## config.mk

```make
export PLATFORM = sky130hd
export DESIGN_NAME = ahfp_norm_round_flat
export DESIGN_NICKNAME = d
export VERILOG_FILES = /design/src/rtl/ahfp_pkg.sv /design/src/rtl/ahfp_norm_round_if.sv /design/src/rtl/ahfp_round_rne.sv /design/src/rtl/ahfp_norm_round.sv /design/src/flat_wrapper.sv
export SDC_FILE = /design/constraint.sdc
export NUM_CORES = 1
export LEC_CHECK = 0
export ABC_CLOCK_PERIOD_IN_PS = 4000
export BUFFER_PORTS_ARGS = -buffer_cell sky130_fd_sc_hd__buf_4
export CORE_UTILIZATION = 49
export DETAILED_ROUTE_END_ITERATION = 8
export PLACE_DENSITY_LB_ADDON = 0.08
export SYNTH_ARGS = -nofsm -noshare
export SYNTH_HDL_FRONTEND = slang
export SYNTH_SLANG_ARGS = --single-unit
```

## constraint.sdc

```tcl
create_clock -name clk -period 4 [get_ports clk]
set_input_delay 0.8 -clock clk [delete_from_list [all_inputs] [get_ports clk]]
set_output_delay 0.8 -clock clk [all_outputs]
set_load 0.02 [all_outputs]
```

## src/rtl/ahfp_pkg.sv

```systemverilog
// Shared constants for the ahfp floating-point datapath stages.
package ahfp_pkg;
   localparam int BIAS   = 127;
   localparam int MAN_W  = 23;
   localparam int EXPF_W = 8;
   localparam int PROD_W = 48;

   localparam logic [31:0]       QNAN    = 32'h7FC00000;
   localparam logic [EXPF_W-1:0] INF_EXP = 8'hFF;

   // Normalise/round/pack FSM encoding
   localparam logic [1:0] ST_IDLE  = 2'd0;
   localparam logic [1:0] ST_NORM  = 2'd1;
   localparam logic [1:0] ST_ROUND = 2'd2;
   localparam logic [1:0] ST_PACK  = 2'd3;
endpackage

```

## src/rtl/ahfp_norm_round_if.sv

```systemverilog
// Request/response bundle between the multiplier core and the norm/round stage.
interface ahfp_norm_round_if;
   import ahfp_pkg::*;
   logic              start;
   logic              sign_in;
   logic [8:0]        exp_sum;
   logic [PROD_W-1:0] man_prod;
   logic              in_zero;
   logic              in_inf;
   logic              in_nan;
   logic [31:0]       result;
   logic              done;
   logic              overflow;
   logic              underflow;
   logic              inexact;

   modport master (
      output start, sign_in, exp_sum, man_prod, in_zero, in_inf, in_nan,
      input  result, done, overflow, underflow, inexact
   );
   modport slave (
      input  start, sign_in, exp_sum, man_prod, in_zero, in_inf, in_nan,
      output result, done, overflow, underflow, inexact
   );
endinterface

```

## src/rtl/ahfp_round_rne.sv

```systemverilog
// Round-to-nearest-even on a 24-bit mantissa with guard and sticky bits.
// A carry-out renormalises to 1.000..0; the caller bumps the exponent.
module ahfp_round_rne
   import ahfp_pkg::*;
(
   input  logic [MAN_W:0] m,
   input  logic           g,
   input  logic           s,
   output logic [MAN_W:0] m_rnd,
   output logic           cout,
   output logic           inexact
);
   logic             inc;
   logic [MAN_W+1:0] sum;

   assign inc     = g & (s | m[0]);
   assign sum     = {1'b0, m} + {{(MAN_W+1){1'b0}}, inc};
   assign cout    = sum[MAN_W+1];
   assign m_rnd   = cout ? {1'b1, {MAN_W{1'b0}}} : sum[MAN_W:0];
   assign inexact = g | s;
endmodule

```

## src/rtl/ahfp_norm_round.sv

```systemverilog
// Multi-cycle normalise / round / pack stage after the FP multiplier.
// IDLE captures the raw product, NORM aligns it, ROUND applies RNE,
// PACK resolves specials and range and registers the IEEE single result.
module ahfp_norm_round
   import ahfp_pkg::*;
#(
   parameter int BIAS  = ahfp_pkg::BIAS,
   parameter int EXP_W = 10
) (
   input  logic               clk,
   input  logic               reset,
   input  logic               clk_en,
   ahfp_norm_round_if.slave   bus
);
   localparam logic signed [EXP_W-1:0] BIAS_E  = EXP_W'(BIAS);
   localparam logic signed [EXP_W-1:0] BIAS_M1 = EXP_W'(BIAS - 1);
   localparam logic signed [EXP_W-1:0] E_MAX   = EXP_W'(255);
   localparam logic signed [EXP_W-1:0] E_ZERO  = '0;

   logic [1:0]              state;
   logic                    sign_r;
   logic [8:0]              exp_r;
   logic [PROD_W-1:0]       prod_r;
   logic                    zero_r, inf_r, nan_r;
   logic [MAN_W:0]          m_r;
   logic                    g_r, s_r, inx_r;
   logic signed [EXP_W-1:0] e_r;
   logic signed [EXP_W-1:0] e_base;

   logic [31:0]             result_r;
   logic                    done_r, ovf_r, unf_r, inexact_r;

   logic [MAN_W:0]          m_rnd;
   logic                    rnd_cout, rnd_inx;

   // Exponent sum is unsigned 0..510; widen with a zero MSB before going signed
   assign e_base = EXP_W'({1'b0, exp_r});

   ahfp_round_rne u_rne (
      .m       (m_r),
      .g       (g_r),
      .s       (s_r),
      .m_rnd   (m_rnd),
      .cout    (rnd_cout),
      .inexact (rnd_inx)
   );

   // FSM and datapath registers; everything freezes while clk_en is low
   always_ff @(posedge clk) begin
      if (reset) begin
         state     <= ST_IDLE;
         sign_r    <= 1'b0;
         exp_r     <= '0;
         prod_r    <= '0;
         zero_r    <= 1'b0;
         inf_r     <= 1'b0;
         nan_r     <= 1'b0;
         m_r       <= '0;
         g_r       <= 1'b0;
         s_r       <= 1'b0;
         inx_r     <= 1'b0;
         e_r       <= '0;
         result_r  <= '0;
         done_r    <= 1'b0;
         ovf_r     <= 1'b0;
         unf_r     <= 1'b0;
         inexact_r <= 1'b0;
      end else if (clk_en) begin
         done_r <= 1'b0;
         case (state)
            ST_IDLE: begin
               if (bus.start) begin
                  sign_r <= bus.sign_in;
                  exp_r  <= bus.exp_sum;
                  prod_r <= bus.man_prod;
                  zero_r <= bus.in_zero;
                  inf_r  <= bus.in_inf;
                  nan_r  <= bus.in_nan;
                  state  <= ST_NORM;
               end
            end
            ST_NORM: begin
               // Product of two [1,2) mantissas lies in [1,4): at most one shift
               if (prod_r[47]) begin
                  m_r <= prod_r[47:24];
                  g_r <= prod_r[23];
                  s_r <= |prod_r[22:0];
                  e_r <= e_base - BIAS_M1;
               end else begin
                  m_r <= prod_r[46:23];
                  g_r <= prod_r[22];
                  s_r <= |prod_r[21:0];
                  e_r <= e_base - BIAS_E;
               end
               state <= ST_ROUND;
            end
            ST_ROUND: begin
               m_r   <= m_rnd;
               e_r   <= e_r + {{(EXP_W-1){1'b0}}, rnd_cout};
               inx_r <= rnd_inx;
               state <= ST_PACK;
            end
            default: begin
               ovf_r     <= 1'b0;
               unf_r     <= 1'b0;
               inexact_r <= 1'b0;
               if (nan_r) begin
                  result_r <= QNAN;
               end else if (inf_r) begin
                  result_r <= {sign_r, INF_EXP, {MAN_W{1'b0}}};
               end else if (zero_r || prod_r[47:46] == 2'b00) begin
                  result_r <= {sign_r, 31'h0};
               end else if (e_r >= E_MAX) begin
                  result_r  <= {sign_r, INF_EXP, {MAN_W{1'b0}}};
                  ovf_r     <= 1'b1;
                  inexact_r <= 1'b1;
               end else if (e_r <= E_ZERO) begin
                  result_r  <= {sign_r, 31'h0};
                  unf_r     <= 1'b1;
                  inexact_r <= 1'b1;
               end else begin
                  result_r  <= {sign_r, e_r[EXPF_W-1:0], m_r[MAN_W-1:0]};
                  inexact_r <= inx_r;
               end
               done_r <= 1'b1;
               state  <= ST_IDLE;
            end
         endcase
      end
   end

   assign bus.result    = result_r;
   assign bus.done      = done_r;
   assign bus.overflow  = ovf_r;
   assign bus.underflow = unf_r;
   assign bus.inexact   = inexact_r;
endmodule

```

## src/flat_wrapper.sv

```systemverilog
// flat-port wrapper written by rule: the top's interface ports become plain ports
module ahfp_norm_round_flat import ahfp_pkg::*;
#(
   parameter int BIAS  = ahfp_pkg::BIAS,
   parameter int EXP_W = 10
)
  (clk, reset, clk_en, bus_start, bus_sign_in, bus_exp_sum, bus_man_prod, bus_in_zero, bus_in_inf, bus_in_nan, bus_result, bus_done, bus_overflow, bus_underflow, bus_inexact);
  ahfp_norm_round_if bus_i ();
  input  logic clk;
  input  logic reset;
  input  logic clk_en;
  input wire logic [$bits(bus_i.start)-1:0] bus_start;
  input wire logic [$bits(bus_i.sign_in)-1:0] bus_sign_in;
  input wire logic [$bits(bus_i.exp_sum)-1:0] bus_exp_sum;
  input wire logic [$bits(bus_i.man_prod)-1:0] bus_man_prod;
  input wire logic [$bits(bus_i.in_zero)-1:0] bus_in_zero;
  input wire logic [$bits(bus_i.in_inf)-1:0] bus_in_inf;
  input wire logic [$bits(bus_i.in_nan)-1:0] bus_in_nan;
  output wire logic [$bits(bus_i.result)-1:0] bus_result;
  output wire logic [$bits(bus_i.done)-1:0] bus_done;
  output wire logic [$bits(bus_i.overflow)-1:0] bus_overflow;
  output wire logic [$bits(bus_i.underflow)-1:0] bus_underflow;
  output wire logic [$bits(bus_i.inexact)-1:0] bus_inexact;
  assign bus_i.start = bus_start;
  assign bus_i.sign_in = bus_sign_in;
  assign bus_i.exp_sum = bus_exp_sum;
  assign bus_i.man_prod = bus_man_prod;
  assign bus_i.in_zero = bus_in_zero;
  assign bus_i.in_inf = bus_in_inf;
  assign bus_i.in_nan = bus_in_nan;
  assign bus_result = bus_i.result;
  assign bus_done = bus_i.done;
  assign bus_overflow = bus_i.overflow;
  assign bus_underflow = bus_i.underflow;
  assign bus_inexact = bus_i.inexact;
  ahfp_norm_round #(.BIAS(BIAS), .EXP_W(EXP_W)) u_core (.clk(clk), .reset(reset), .clk_en(clk_en), .bus(bus_i));
endmodule
```

==> results of run 1 <==
[tightest hold or removal path, cell delays in order (launching register included)]
cell	delay, ns
sky130_fd_sc_hd__dfxtp_1	0.31
sky130_fd_sc_hd__nand2_1	0.05
sky130_fd_sc_hd__a21oi_1	0.05
[metal layers]
| metal | vias to the layer above | wire length (um) |
|---|---|---|
| met5 | - | 0 |
| met4 | 0 | 284 |
| met1 | 2752 | 7740 |
| met3 | 26 | 1270 |
| met2 | 212 | 7210 |
| li1 | 2967 | - |
[layout by cell type (no fill, tap or decap), types with 3 or more instances in the layout]
cell,Yosys,final
sky130_fd_sc_hd__dfxtp_1,136,135
sky130_fd_sc_hd__nand3_1,18,17
sky130_fd_sc_hd__clkinvlp_4,0,4
sky130_fd_sc_hd__nor3_2,3,3
sky130_fd_sc_hd__a311oi_1,4,4
sky130_fd_sc_hd__and4_1,3,3
sky130_fd_sc_hd__clkinv_2,0,8
sky130_fd_sc_hd__nand2_1,153,153
sky130_fd_sc_hd__o21ai_0,40,40
sky130_fd_sc_hd__inv_1,14,14
sky130_fd_sc_hd__and3_1,7,6
sky130_fd_sc_hd__xnor2_1,4,4
sky130_fd_sc_hd__nor3_1,12,12
sky130_fd_sc_hd__clkbuf_16,0,17
sky130_fd_sc_hd__a211oi_1,4,4
sky130_fd_sc_hd__a22oi_1,26,26
sky130_fd_sc_hd__nand4_1,8,8
sky130_fd_sc_hd__bufinv_16,0,3
sky130_fd_sc_hd__o22ai_1,5,5
sky130_fd_sc_hd__buf_4,0,108
sky130_fd_sc_hd__ha_1,10,10
sky130_fd_sc_hd__or3_1,6,6
sky130_fd_sc_hd__nor2_1,65,65
sky130_fd_sc_hd__mux2_2,3,3
sky130_fd_sc_hd__a31oi_1,14,14
sky130_fd_sc_hd__xor2_1,4,4
sky130_fd_sc_hd__nand2b_1,3,3
sky130_fd_sc_hd__nand4b_1,4,4
sky130_fd_sc_hd__o211ai_1,3,3
sky130_fd_sc_hd__nor4_1,8,8
sky130_fd_sc_hd__a221oi_1,5,5
sky130_fd_sc_hd__a21oi_1,110,110
sky130_fd_sc_hd__mux2i_1,25,25
[flip-flops by register name (all words and copies together) (netlist names), 2 cells and up]
register	flops
u_core.bus.result	32
u_core.e_r	10
u_core.exp_r	9
u_core.prod_r	48
u_core.m_r	24
u_core.state	2
[worst paths after layout]
check	endpoint	slack, ns	from	depth (start not counted)
max	u_core.e_r[6]	0.85	u_core.m_r[0]	13
max reg2reg	u_core.e_r[6]	0.85	u_core.m_r[0]	13
min	u_core.prod_r[19]	0.45	u_core.prod_r[19]	2
min reg2reg	u_core.prod_r[19]	0.45	u_core.prod_r[19]	2
[stage by stage]
stage / util / area, um2 / power [mW] / hold slack (ns) / std cells
floorplan: - / 6310 / 1.69 / 0.436 / 790
CTS: 0.614 / 7720 / 3.36 / 0.455 / 1048
global placement: 0.568 / 7130 / 1.80 / 0.441 / 1016
detailed placement: 0.568 / 7130 / 1.82 / 0.448 / 1016
finish: 0.614 / 7720 / 3.34 / 0.455 / 1048
global route: 0.614 / 7720 / 3.48 / 0.478 / 1048
[power breakdown]
part           leakage, nW  switching [mW]  internal (mW)  total [mW]
combinational         1.47           0.185          0.134       0.318
sequential            1.10          0.0634           1.41        1.47
clock                0.284           0.581          0.968        1.55
total                 2.86           0.829           2.51        3.34
[area by class of cell]
| cell class | count | area, um2 |
|---|---|---|
| Timing Repair Buffer | 108 | 811 |
| Fill cell | 1150 | 4850 |
| Multi-Input combinational cell | 585 | 3330 |
| Tap cell | 172 | 215 |
| Sequential cell | 136 | 2720 |
| Inverter | 15 | 56.3 |
| Clock buffer | 17 | 425 |
| Clock inverter | 15 | 160 |
[kinds of logic after synthesis]
| family | Yosys count | synth area share |
|---|---|---|
| AOI/OAI and AO/OA | 231 | 0.219 |
| xor gates and xnor gates | 8 | 0.0111 |
| adders and majority gates | 10 | 0.0198 |
| buffers and inverters | 69 | 0.0426 |
| DFF | 136 | 0.431 |
| muxes | 28 | 0.0450 |
| and+or+nand+nor | 308 | 0.231 |
==> results.sh, run 1 <==
export IMPL_htreeDepth=4
export IMPL_slowest_delay_ns=0.41
export IMPL_grt_pass1_wl_mm=27.2
export IMPL_peakVddDrop_mv=0.290
export IMPL_synthDominantAreaCellType="sky130_fd_sc_hd__dfxtp_1"
export IMPL_cts_tree="yes"
export IMPL_die_area_um2=13300
export IMPL_finalCriticalPeriod_ns=3.15
export IMPL_worst_path_dominant_cell_family="simple AND/OR/NAND/NOR gates"
export IMPL_timing_slew_headroom=0.329
export IMPL_gpl_wtd_cong=0.902
export IMPL_critical_path_class="reg2reg"
export IMPL_number_of_enable_flip_flop_cells_after_synthesis=0
export IMPL_postSynthCellCount=790
export IMPL_final_nets=938
export IMPL_crit_slowest_cell="sky130_fd_sc_hd__nor3_4"
export IMPL_min_period_over_period=0.789
export IMPL_flow_area_growth_from_synthesis_pct=22.3
export IMPL_setup_repair_after_global_routing_missed_its_margin="false"
export IMPL_setup_viol_count_final=0
export IMPL_timing_setup_tns_ns=0
export IMPL_drt_total_wl_mm=16.5
export IMPL_drv_slew=0
export IMPL_timing_critical_path_mode_cell="sky130_fd_sc_hd__ha_1"
export IMPL_first_global_vias=5422
export IMPL_final_worst_slack_ns=0.846
export IMPL_grtUsageMet2=0.390
export IMPL_drt_first_pass_iters=6
export IMPL_cts_hold_repair_buffers=0
export IMPL_clk_pin_slew_ns=0.06
export IMPL_cts_sinks=136
export IMPL_synth_yosys_warnings=0
export IMPL_die_x_um=116
export IMPL_syn_num_nets=865
export IMPL_cts_root_buffer="sky130_fd_sc_hd__clkbuf_16"
export IMPL_cts_buffers=17
export IMPL_grt_overflow_total=0
export IMPL_cp_max_fo=9
export IMPL_synth_ff_latch_count=136
export IMPL_cp_data_arrival_time_ns=3.52
export IMPL_crit_path_cell_trace="o21a_1 -> ha_1 -> ha_1 -> nand3_1 -> nor3_4 -> nand3_1 -> inv_1 -> ha_1 -> and4_1 -> and3_1 -> nor3_1 -> nor3_1 -> o211a_1"
export IMPL_grt_total_usage=0.260
export IMPL_cp_num_buf_inv=1
export IMPL_pin_count=101
export IMPL_drt_iter0_markers=549
export IMPL_synth_most_common_cell="sky130_fd_sc_hd__nand2_1"
export IMPL_rows=41
export IMPL_floorplan_initialDensity=0.502
export IMPL_worst_ep_required_time_ns=4.36
export IMPL_cts_path_max_buffers=2
export IMPL_worst_hold_path_type="reg2reg"
export IMPL_dpl_worst_slack_ns=0.864
export IMPL_most_heavily_used_metal_layer_in_global_routing="met2"
export IMPL_status="finished clean"
export IMPL_worst_setup_path_end_kind="flip-flop"
export IMPL_synth_largest_type_area_fraction=0.431
export IMPL_cts_resized=0
export IMPL_synth_cell_types=61
export IMPL_cap_violations=0
export IMPL_maximum_number_of_pins_on_one_net_before_global_route_repair=62
export IMPL_maxClockFrequency_ghz=0.317
export IMPL_ys_flop_type="sky130_fd_sc_hd__dfxtp_1"
export IMPL_n_antenna_cell=0
export IMPL_asyncSetResetFlopFracSynth=0
export IMPL_power_leakage_nw=2.86
export IMPL_element_type_at_the_critical_path_start="flip-flop"
export IMPL_synth_sequential_area_ratio=0.431
export IMPL_post_drt_wl_per_cell_um=15.7
export IMPL_grt_antenna_before_repair=0
export IMPL_post_cts_repair_setup_buffers=0
export IMPL_synth_cells_most_frequent="sky130_fd_sc_hd__nand2_1, sky130_fd_sc_hd__dfxtp_1, sky130_fd_sc_hd__a21oi_1"
export IMPL_dp_hpwl_mm=11.3
export IMPL_synth_cell_area_um2=6310
export IMPL_core_um2=12600
export IMPL_hold_viol=0
export IMPL_floorplan_die_height_um=116
export IMPL_worst_slew_pin_slew_ns=1.01
export IMPL_port_buffers=100
export IMPL_post_route_cells_drive_above_1_share=0.186
export IMPL_synth_area_top_cells="sky130_fd_sc_hd__dfxtp_1, sky130_fd_sc_hd__nand2_1, sky130_fd_sc_hd__a21oi_1, sky130_fd_sc_hd__mux2i_1, sky130_fd_sc_hd__nor2_1"
export IMPL_viasPerCell=5.68
export IMPL_final_antenna_net_count=0
export IMPL_grt_util_met1=0.363
export IMPL_clk_insertion_delay_late_ns=0.42
export IMPL_global_route_usage_met3=0.0601
export IMPL_finalClockSkew_ns=0.00837
export IMPL_dr_total_vias=5957
export IMPL_pwr_density_cell_nw_per_um2=433
export IMPL_route_detailed_drc=0
export IMPL_synthesis_area_per_instance_um2=7.99
(Power assumes the default switching activity.)
==> run 2, diff against run 1 <==
- ABC_CLOCK_PERIOD_IN_PS: 4000 -> 2600
- clock period: 4 -> 2.6 ns (I/O delays scaled with it)
==> results.sh, run 2 (synthesized netlist as in run 1, its figures left out) <==
export IMPL_die_area_um2=13300
export IMPL_cts_sinks=136
export IMPL_peakVddDrop_mv=0.512
export IMPL_num_fill_cells=1136
export IMPL_worst_hold_path_type="in2reg"
export IMPL_maximum_number_of_pins_on_one_net_before_global_route_repair=49
export IMPL_timing_hold_worst_path_depth=3
export IMPL_drt_first_pass_iters=5
export IMPL_power_net_switching_mw=1.20
export IMPL_min_period_over_period=0.922
export IMPL_final_worst_slack_ns=0.202
export IMPL_flow_area_growth_from_synthesis_pct=24.2
export IMPL_post_route_cells_drive_above_1_share=0.199
export IMPL_grt_pass1_wl_mm=27.4
export IMPL_largest_reg_flops=48
export IMPL_cts_tree="yes"
export IMPL_worst_slew_pin_slew_ns=0.623
export IMPL_cts_path_max_buffers=2
export IMPL_post_cts_repair_setup_buffers=0
export IMPL_cp_max_fo=5
export IMPL_final_antenna_net_count=0
export IMPL_cp_num_buf_inv=1
export IMPL_drt_total_wl_mm=16.6
export IMPL_cts_hold_repair_buffers=0
export IMPL_hold_viol=0
export IMPL_worst_r2r_path_depth=13
export IMPL_power_share_switching=0.240
export IMPL_die_x_um=116
export IMPL_dp_hpwl_mm=11.7
export IMPL_pin_count=101
export IMPL_n_antenna_cell=0
export IMPL_port_buffers=100
export IMPL_floorplan_initialDensity=0.502
export IMPL_drt_iter0_markers=395
export IMPL_status="finished clean"
export IMPL_grt_overflow_total=0
export IMPL_share_clk_of_total_power=0.447
export IMPL_mostFrequentLayoutCell="sky130_fd_sc_hd__nand2_1"
export IMPL_dr_total_vias=5996
export IMPL_fin_worst_hold_slack_ns=0.351
export IMPL_numPlacedInstances=1029
export IMPL_route_detailed_drc=0
export IMPL_worst_setup_path_end_kind="flip-flop"
export IMPL_seqCellArea_um2=2730
export IMPL_drv_slew=0
export IMPL_multiInputGateArea_um2=3360
export IMPL_slowest_delay_ns=0.35
export IMPL_viasPerCell=5.67
export IMPL_hold_path_startpoint="bus_exp_sum[6]"
export IMPL_clk_pin_slew_ns=0.05
export IMPL_cellInternalPower_mw=3.81
export IMPL_maxClockFrequency_ghz=0.417
export IMPL_post_dp_cell_area_um2=7270
export IMPL_finalPower_mw=5.01
export IMPL_critical_path_reg2reg_startpoint="u_core.g_r"
export IMPL_worst_ep_required_time_ns=2.96
export IMPL_final_nets=951
export IMPL_largest_register="u_core.prod_r"
export IMPL_rows=41
export IMPL_clk_insertion_delay_late_ns=0.41
export IMPL_cts_buffers=17
export IMPL_htreeDepth=4
export IMPL_floorplan_die_height_um=116
export IMPL_core_um2=12600
export IMPL_first_global_vias=5509
export IMPL_power_leakage_nw=2.92
export IMPL_power_frac_comb=0.102
export IMPL_final_cells=1058
export IMPL_grt_antenna_before_repair=0
export IMPL_dpl_worst_slack_ns=0.0393
export IMPL_most_common_layout_cells="sky130_fd_sc_hd__nand2_1, sky130_fd_sc_hd__dfxtp_1, sky130_fd_sc_hd__buf_4"
export IMPL_layout_core_utilization=0.624
export IMPL_element_type_at_the_critical_path_start="flip-flop"
export IMPL_crit_path_cell_trace="o21a_1 -> ha_2 -> ha_4 -> nand3_2 -> nor3_4 -> nand3_2 -> inv_1 -> ha_1 -> and4_4 -> and3_4 -> nor3_1 -> nor3_1 -> o211a_1"
export IMPL_pwr_share_seq=0.452
export IMPL_post_route_cell_area_um2=7840
export IMPL_cts_resized=0
export IMPL_post_drt_wl_per_cell_um=15.7
export IMPL_cts_root_buffer="sky130_fd_sc_hd__clkbuf_16"
export IMPL_crit_slowest_cell="sky130_fd_sc_hd__dfxtp_1"
export IMPL_reg2reg_to="u_core.e_r[6]"
export IMPL_worst_path_dominant_cell_family="simple AND/OR/NAND/NOR gates"
export IMPL_finalClockSkew_ns=0.00549
export IMPL_pwr_density_cell_nw_per_um2=640
export IMPL_worst_hold_path_endpoint="u_core.exp_r[6]"
export IMPL_finalCriticalPeriod_ns=2.40
export IMPL_timing_setup_tns_ns=0
export IMPL_gpl_wtd_cong=0.892
export IMPL_register_to_register_path_setup_slack_ns=0.20
export IMPL_grt_total_usage=0.263
export IMPL_timing_slew_headroom=0.584
export IMPL_setup_viol_count_final=0
export IMPL_setup_repair_after_global_routing_missed_its_margin="false"
export IMPL_critical_path_class="reg2reg"
export IMPL_cap_violations=0
export IMPL_cp_data_arrival_time_ns=2.76
## run 2: changes by cell type in the layout (fill, tap and decap cells not counted), moves of 2 or more
cell	previous run	this run
sky130_fd_sc_hd__buf_12	0	2
sky130_fd_sc_hd__bufinv_16	3	1
sky130_fd_sc_hd__nand3_2	1	3
sky130_fd_sc_hd__clkbuf_1	0	4
sky130_fd_sc_hd__clkinvlp_4	4	0
sky130_fd_sc_hd__nand3_1	17	15
sky130_fd_sc_hd__ha_1	10	8
sky130_fd_sc_hd__clkbuf_8	0	5
sky130_fd_sc_hd__buf_4	108	119
sky130_fd_sc_hd__clkinv_2	8	2
## run 2: final cells by class
class                           count  share of cell area
Multi-Input combinational cell    585               0.429
Timing Repair Buffer              121               0.119
Clock inverter                      3             0.00511
Sequential cell                   136               0.348
Inverter                           15             0.00718
Tap cell                          172              0.0275
Clock buffer                       26              0.0650
## run 2: routing by layer
layer	part of all wire	up-vias	GRT usage
met2	0.44	207	0.388
met4	0.014	0	0.0918
met1	0.47	2783	0.375
met5	0	-	0
li1	-	2989	-
met3	0.074	17	0.0628
## run 2: power by group through the flow
stage / Combinational (mW) / Clock [mW] / Sequential (mW)
2_1_floorplan: 0.338 / 0 / 2.27
3_3_place_gp: 0.493 / 0 / 2.30
3_5_place_dp: 0.504 / 0 / 2.30
4_1_cts: 0.507 / 2.28 / 2.26
5_1_grt: 0.570 / 2.39 / 2.28
6_report: 0.510 / 2.24 / 2.26
## run 2: worst register-to-register path, cell delays in order, from the launching register on
cell and delay [ns]:
sky130_fd_sc_hd__dfxtp_1 0.35, sky130_fd_sc_hd__o21a_1 0.14, sky130_fd_sc_hd__ha_2 0.21, sky130_fd_sc_hd__ha_4 0.15
sky130_fd_sc_hd__nand3_2 0.11, sky130_fd_sc_hd__nor3_4 0.17, sky130_fd_sc_hd__nand3_2 0.10, sky130_fd_sc_hd__inv_1 0.09
sky130_fd_sc_hd__ha_1 0.18, sky130_fd_sc_hd__and4_4 0.26, sky130_fd_sc_hd__and3_4 0.20, sky130_fd_sc_hd__nor3_1 0.04
sky130_fd_sc_hd__nor3_1 0.18, sky130_fd_sc_hd__o211a_1 0.16
## run 2: worst max-delay path by stage
stage	startpoint	end	slack (ns)	depth (start not counted)
4_1_cts	u_core.m_r[0]	u_core.e_r[6]	0.02	13
3_5_place_dp	u_core.m_r[0]	u_core.e_r[6]	0.04	13
6_report	u_core.g_r	u_core.e_r[6]	0.20	13
2_1_floorplan	u_core.m_r[0]	u_core.e_r[6]	0.009	13
3_3_place_gp	u_core.m_r[0]	u_core.e_r[6]	0.15	13
5_1_grt	u_core.s_r	u_core.e_r[5]	0.008	13
